File: src/rtl/uart_cmd_tx.sv
// uart_cmd_tx: serializes one command (8-bit ID + 32-bit value) as a HEADER-led 8N1 byte frame.
// Define UART_CMD_TX_CHECKSUM_EN to append an XOR checksum byte (ID and data bytes, HEADER excluded).
module uart_cmd_tx #(
    parameter int         CLKS_PER_BIT = 434,
    parameter logic [7:0] HEADER       = 8'hA5
) (
    input  logic        clk,
    input  logic        resetn,
    input  logic        cmd_valid,
    output logic        cmd_ready,
    input  logic [7:0]  cmd_id,
    input  logic [31:0] cmd_data,
    output logic        RS232_Tx,
    output logic        busy,
    output logic        frame_done
);

    localparam int            TW   = $clog2(CLKS_PER_BIT);
    localparam logic [TW-1:0] TMAX = TW'(CLKS_PER_BIT - 1);
`ifdef UART_CMD_TX_CHECKSUM_EN
    localparam logic [2:0] LAST_BYTE = 3'd6;
`else
    localparam logic [2:0] LAST_BYTE = 3'd5;
`endif

    typedef enum logic [1:0] {IDLE, START, DATA, STOP} state_t;

    state_t        state, state_n;
    logic [TW-1:0] timer, timer_n;
    logic [2:0]    bit_idx, bit_n;
    logic [2:0]    byte_idx, byte_n;
    logic [7:0]    id_q;
    logic [31:0]   data_q;
    logic [7:0]    cur_byte;
    logic          tick;
    logic          accept;

    assign accept = cmd_valid && cmd_ready;
    assign tick   = (timer == TMAX);

    always_ff @(posedge clk or negedge resetn) begin
        if (!resetn) begin
            state    <= IDLE;
            timer    <= '0;
            bit_idx  <= '0;
            byte_idx <= '0;
        end else begin
            state    <= state_n;
            timer    <= timer_n;
            bit_idx  <= bit_n;
            byte_idx <= byte_n;
        end
    end

    always_comb begin
        state_n = state;
        timer_n = timer;
        bit_n   = bit_idx;
        byte_n  = byte_idx;
        case (state)
            IDLE: begin
                timer_n = '0;
                if (accept) begin
                    state_n = START;
                    byte_n  = '0;
                end
            end
            START: if (tick) begin
                state_n = DATA;
                bit_n   = '0;
            end
            DATA: if (tick) begin
                if (bit_idx == 3'd7) state_n = STOP;
                else                 bit_n   = bit_idx + 3'd1;
            end
            STOP: if (tick) begin
                if (byte_idx == LAST_BYTE) begin
                    state_n = IDLE;
                end else begin
                    state_n = START;
                    byte_n  = byte_idx + 3'd1;
                end
            end
            default: state_n = IDLE;
        endcase
        if (state != IDLE) timer_n = tick ? '0 : timer + 1'b1;
    end

    always_ff @(posedge clk or negedge resetn) begin
        if (!resetn) begin
            id_q   <= '0;
            data_q <= '0;
        end else if (accept) begin
            id_q   <= cmd_id;
            data_q <= cmd_data;
        end
    end

`ifdef UART_CMD_TX_CHECKSUM_EN
    logic [7:0] checksum;
    assign checksum = id_q ^ data_q[31:24] ^ data_q[23:16] ^ data_q[15:8] ^ data_q[7:0];
`endif

    always_comb begin
        cur_byte = HEADER;
        case (byte_idx)
            3'd1: cur_byte = id_q;
            3'd2: cur_byte = data_q[31:24];
            3'd3: cur_byte = data_q[23:16];
            3'd4: cur_byte = data_q[15:8];
            3'd5: cur_byte = data_q[7:0];
`ifdef UART_CMD_TX_CHECKSUM_EN
            3'd6: cur_byte = checksum;
`endif
            default: cur_byte = HEADER;
        endcase
    end

    // Outputs are registered from the current state, so the whole line lags the FSM by one
    // cycle; this gives the accept-to-start-bit cycle and lets frame_done see busy falling.
    always_ff @(posedge clk or negedge resetn) begin
        if (!resetn) begin
            RS232_Tx   <= 1'b1;
            cmd_ready  <= 1'b0;
            busy       <= 1'b0;
            frame_done <= 1'b0;
        end else begin
            cmd_ready  <= (state == IDLE) && !accept;
            busy       <= (state != IDLE);
            frame_done <= busy && (state == IDLE);
            case (state)
                START:   RS232_Tx <= 1'b0;
                DATA:    RS232_Tx <= cur_byte[bit_idx];
                default: RS232_Tx <= 1'b1;
            endcase
        end
    end

endmodule

File: config.mk
export PLATFORM = sky130hd
export DESIGN_NAME = uart_cmd_tx
export DESIGN_NICKNAME = d
export VERILOG_FILES = /design/src/rtl/uart_cmd_tx.sv
export SDC_FILE = /design/constraint.sdc
export NUM_CORES = 1
export LEC_CHECK = 0
export CORE_MARGIN = 5
export CORE_UTILIZATION = 29
export CTS_BUF_LIST = sky130_fd_sc_hd__clkbuf_2 sky130_fd_sc_hd__clkbuf_4 sky130_fd_sc_hd__clkbuf_8
export CTS_CLUSTER_SIZE = 16
export DETAILED_ROUTE_END_ITERATION = 10
export GPL_TIMING_DRIVEN = 1
export SLEW_MARGIN = 10
export SYNTH_ARGS = -nofsm -noshare
export SYNTH_HDL_FRONTEND = slang
export SYNTH_SLANG_ARGS = --single-unit
File: constraint.sdc
create_clock -name clk -period 2.7 [get_ports clk]
set_input_delay 0.81 -clock clk [delete_from_list [all_inputs] [get_ports clk]]
set_output_delay 0.81 -clock clk [all_outputs]
set_load 0.01 [all_outputs]
==> reports/metrics.cfg, run 1 <==
[status]
outcome=finished clean

[global_routing]
grt_pass1_wl_um=11400
grt.total_usage=0.114
grt_overflow_total=0
grt_max_degree=62
antenna_found_initial=0
grt_pass1_vias=2291

[place]
dp_worst_setup_slack_ns=0.515
hpwl_um=4850
port_buffers=46
placed_area_um2=3630
gp_congestion=0.825

[clock_tree]
clk_pin_slew_worst_paths_ns=0.08
numCtsBuffers=9
post-cts-setup-buffers=0
clock_sinks=61
tritoncts=yes
clock_path_buffers=2
cts_resized=0
h-tree-depth=3
cts_hold_buf=0
worst_skew_pair.late_latency_ns=0.33
ctsRootBufferMaster=clkbuf_8

[layout]
area_growth_pct=28.0
final_cell_mix=dfrtp_1, clkdlybuf4s50_1, mux2_2, nor2_1, nand2_1
n_antenna_cell=0
stdcell_area_um2=3850
fillers=1016
fin_nets=363
drive_above_1_share=0.234
layout_commonest_cell=dfrtp_1

[drt]
drc_errors=0
wl_per_cell_um=15.1
drt.antenna.violating_nets=0
vias_per_cell=4.77
finalWirelength_um=6750
drt-initial-drc-count=86
dr.pass1.iters=4
vias=2139

[synthesis]
synth_edf_count=0
syn_nets=312
yosysTopAreaCellShare=0.499
ys_async_sr_fraction=1.00
synth_area_per_cell_um2=11.8
yosysTopAreaCell=dfrtp_1
syn_inst=256
synth-main-ff-cell=dfrtp_1
yosysWarningCount=0
ys_ff_latch=61
yosysSeqAreaShare=0.507
synth.distinct_cells=39
netlist_area_um2=3010
synthTopCellsByArea=dfrtp_1, mux2_2, ha_1

[timing]
final-setup-viol-count=0
fin_skew_ns=0.0129
timing.fmax_mhz=455
rsz0062_at_grt=no
layout_setup_ws_ns=0.503
final.min_clock_period_ns=2.20
drv_slew=0
worstMarginPinSlew_ns=0.394
setup_tns_ns=0
maxSlewHeadroom=0.737
hold_viol=0
fin_crit_sh=0.814

[setup_path]
max_stage_delay_ns=0.53
cp.required_ns=1.89
crit_family=flip-flops
crit_buf_inv=1
rr_worst_depth=6
cp_max_fo=1
reg2reg_slack_ns=0.67
criticalPathCategory=reg -> out
r2r_start=byte_idx[0]$_DFFE_PN0P_
critical_path.slowest_cell=dfstp_2
worstSetupEndpointType=output port
path_cells=clkdlybuf4s50_1
r2r-end=RS232_Tx$_DFF_PN1_
startpoint_type=register
crit_arrival_ns=1.39

[die]
die-area_um2=12500
die_h_um=112
num_rows=37
initial_core_util=0.294
die_w_um=112
pin_count=47
core-area_um2=10200

[power_and_ir_drop]
power.leakage_nw=1.75
vdd_drop_max_mv=0.343
power.density_nw_per_um2=491

[run]
maxCapViolations=0

[hold_path]
hold_path_class=in -> async

through the flow:
step                hold slack, ns  total power [mW]  instances   util
global placement             0.485              1.02        432  0.355
floorplan                    0.474             0.932        256      -
global route                 0.485              1.97        448  0.377
finish                       0.458              1.89        448  0.377
CTS                          0.473              1.93        448  0.377
detailed placement           0.485              1.02        432  0.355
power breakdown:
| group | internal, mW | switching [mW] |
|---|---|---|
| combinational | 0.0556 | 0.0288 |
| sequential | 0.913 | 0 |
| clock | 0.524 | 0.372 |
| total | 1.49 | 0.401 |
worst max path at each step:
stage / start / endpoint / slack [ns] / depth (start not counted)
3_3_place_gp: cmd_valid / data_q[9]$_DFFE_PN0P_ / 0.53 / 4
4_1_cts: RS232_Tx$_DFF_PN1_ / RS232_Tx / 0.47 / 1
3_5_place_dp: cmd_valid / data_q[2]$_DFFE_PN0P_ / 0.52 / 4
2_1_floorplan: byte_idx[0]$_DFFE_PN0P_ / RS232_Tx$_DFF_PN1_ / 1.00 / 7
6_report: RS232_Tx$_DFF_PN1_ / RS232_Tx / 0.50 / 1
5_1_grt: RS232_Tx$_DFF_PN1_ / RS232_Tx / 0.46 / 1
registers in the layout, summed over array words and instances, names as in the netlist:
name and flops:
state 2, data_q 32, timer 9, frame_done 1
busy 1, byte_idx 3, id_q 8, cmd_ready 1
bit_idx 3, RS232_Tx 1
layer usage:
layer,up-vias,GRT usage,part of all wire
met5,-,0,0
met4,0,0.0308,0.012
met3,9,0.0473,0.054
met2,49,0.191,0.51
met1,1052,0.134,0.42
li1,1029,-,-
cells in the mapped netlist (2+ instances only):
cell	number
xor2_1	2
buf_2	9
nand3_1	8
a221oi_2	2
o21ai_0	7
a221oi_1	8
ha_1	13
dfrtp_1	60
a21oi_1	11
inv_1	13
a22oi_1	12
mux2_2	41
nand2_1	16
a31oi_1	3
o211ai_1	3
buf_6	2
nor2_1	20
xnor2_1	5
cell type report:
cell class                 count  area (um2)  share of cell area
multi-input combinational    171        1370               0.355
timing repair buffer          51         518               0.134
tap                          136         170              0.0442
clock buffer                   9         124              0.0321
inverter                      13        48.8              0.0127
clock inverter                 7        98.8              0.0256
sequential                    61        1530               0.396
cell families after synthesis:
kind of cell / count (synthesis) / share of synthesized area
fa+ha+maj: 13 / 0.0540
buf+inv: 24 / 0.0387
xor+xnor: 7 / 0.0204
compound gates: 57 / 0.141
flops: 61 / 0.507
simple gates: 52 / 0.0819
mux: 42 / 0.157
No activity file was read; power rests on OpenSTA's default activity.
==> run 2, diff against run 1 <==
- clock period: 2.7 -> 1.8 ns (I/O delays scaled with it)
==> run 2 against run 1 <==
  * Critical endpoint is now RS232_Tx$_DFF_PN1_
  * Clock skew down 0.00087 ns
  * Design area up 7.0%
  * Die area unchanged
  * Sequential share of layout area down 2.6 points
  * Largest cell class unchanged
==> reports/metrics.cfg, run 2 (synthesized netlist as in run 1, its figures left out) <==
[power_and_ir_drop]
power.leakage_nw=1.88  ; +7.5%
p_total_mw=2.72  ; +44%
power.density_nw_per_um2=660  ; +34%
vdd_drop_max_mv=0.248  ; -28%

[drt]
drt.antenna.violating_nets=0  ; unchanged
wl_per_cell_um=14.8  ; -1.7%
drt-initial-drc-count=70  ; -19%
dr.pass1.iters=4  ; unchanged
drc_errors=0  ; unchanged
finalWirelength_um=6900  ; +2.2%
vias=2212  ; +3.4%
vias_per_cell=4.75  ; -0.58%

[die]
num_rows=37  ; unchanged
core-area_um2=10200  ; unchanged
die_h_um=112  ; unchanged
die_w_um=112  ; unchanged
die-area_um2=12500  ; unchanged
initial_core_util=0.294  ; unchanged
pin_count=47  ; unchanged

[timing]
drv_slew=0  ; unchanged
fin_crit_sh=0.972
final.min_clock_period_ns=1.75
timing.fmax_mhz=571
setup_tns_ns=0  ; unchanged
rsz0062_at_grt=yes
final-setup-viol-count=0  ; unchanged
maxSlewHeadroom=0.738  ; +0.00108
fin_skew_ns=0.0121  ; -0.000867 ns
worstMarginPinSlew_ns=0.393  ; -0.00161 ns
holdWs_ns=0.230  ; -0.228 ns
hold_viol=0  ; unchanged
layout_setup_ws_ns=0.0499  ; -0.453 ns

[layout]
n_antenna_cell=0  ; unchanged
reg_top3=data_q (32), timer (9), id_q (8)
area_growth_pct=37.0
fin_cells=466  ; +4.0%
fin_nets=382  ; +5.2%
drive_above_1_share=0.342  ; +0.108
top_register=data_q
largest_register_ffs=32  ; unchanged
final_cell_mix=dfrtp_1, mux2_2, clkdlybuf4s50_1, buf_4, nor2_1
utilization=0.403  ; +0.0264
layout_commonest_cell=dfrtp_1
stdcell_area_um2=4120  ; +7.0%

[setup_path]
rr_worst_depth=7  ; +1
reg2reg_slack_ns=0.05  ; -0.62 ns
r2r-end=RS232_Tx$_DFF_PN1_
max_stage_delay_ns=0.45  ; -0.08 ns
cp.required_ns=2.05  ; +0.16 ns
critical_path.slowest_cell=dfrtp_2
criticalPathCategory=reg -> reg
critPathMostFrequentCell=a221oi_2
crit_path_start=byte_idx[0]$_DFFE_PN0P_
r2r_start=byte_idx[0]$_DFFE_PN0P_
cp_max_fo=13  ; +12
startpoint_type=register
worstSetupEndpointType=register
path_cells=ha_4, buf_12, a221oi_2, a21oi_1, a2bb2oi_1, a221oi_2, a221oi_2
critPathCapture=RS232_Tx$_DFF_PN1_
crit_arrival_ns=2.00  ; +0.61 ns

[place]
hpwl_um=5080  ; +4.7%
dp_worst_setup_slack_ns=-0.0959  ; -0.611 ns
placed_area_um2=3770  ; +3.7%
gp_congestion=0.816  ; -1.1%
dp_cells=450  ; +4.2%
port_buffers=46  ; unchanged

[global_routing]
grt_pass1_wl_um=11700  ; +2.4%
antenna_found_initial=0  ; unchanged
grt_max_degree=41  ; -34%
grt_overflow_total=0  ; unchanged
grt_pass1_vias=2413  ; +5.3%
grt.total_usage=0.116  ; +0.00229

[clock_tree]
clk_pin_slew_worst_paths_ns=0.07  ; about the same
numCtsBuffers=9  ; unchanged
h-tree-depth=3  ; unchanged
clock_path_buffers=2  ; unchanged
tritoncts=yes
clock_sinks=61  ; unchanged
worst_skew_pair.late_latency_ns=0.34  ; about the same
ctsRootBufferMaster=clkbuf_8

[status]
outcome=finished clean

[run]
maxCapViolations=0  ; unchanged

[hold_path]
hold_path_class=in -> async

## run 2: changes by cell type in the layout (fill, tap and decap cells not counted), moves of 4 or more
| cell | previous run | this run |
|---|---|---|
| a221oi_2 | 2 | 9 |
| clkdlybuf4s50_1 | 45 | 41 |
| buf_4 | 3 | 20 |
| a221oi_1 | 8 | 1 |
| ha_1 | 13 | 8 |
| ha_4 | 0 | 5 |
## run 2: metal layers
metal	wire (um)	GRT usage	up-vias
li1	-	-	1072
met1	2940	0.139	1086
met2	3520	0.193	40
met3	297	0.0424	14
met4	136	0.0381	0
met5	0	0	-
## run 2: area by class of cell
class | instances | area, um2
Inverter | 13 | 48.8
Timing Repair Buffer | 70 | 671
Tap cell | 136 | 170
Multi-Input combinational cell | 171 | 1510
Clock buffer | 11 | 151
Clock inverter | 4 | 47.5
Fill cell | 991 | 6110
Sequential cell | 61 | 1530
## run 2: worst min path at each step
stage                         startpoint                      to  slack, ns  cells after the start
after floorplan                   resetn  bit_idx[0]$_DFFE_PN0P_       0.24                      0
after global placement    busy$_DFF_PN0_    frame_done$_DFF_PN0_       0.47                      1
after detailed placement  busy$_DFF_PN0_    frame_done$_DFF_PN0_       0.48                      1
after CTS                         resetn     id_q[1]$_DFFE_PN0P_       0.23                      2
after global routing              resetn  data_q[27]$_DFFE_PN0P_       0.26                      2
final                             resetn  data_q[29]$_DFFE_PN0P_       0.23                      2
## run 2: worst max-delay path: cells and delay by family (launching register included)
| family | cells | cell delay [ns] |
|---|---|---|
| AO/OA/AOI/OAI | 5 | 0.87 |
| buffers and inverters | 1 | 0.14 |
| adder cells (fa/ha/maj) | 1 | 0.18 |
| flip-flops | 1 | 0.45 |
## run 2: power by group
part           internal (mW)  total, mW  switching, mW
clock network          0.702       1.23          0.523
logic                 0.0828      0.124         0.0417
registers               1.37       1.37              0
## run 2: timing repair
action,in CTS,in global routing
gates resized for setup,14,20
pin swaps,2,8
hold buffers,0,0
endpoints found under the hold margin,0,0
endpoints found under the setup margin,3,4
buffers inserted,0,1
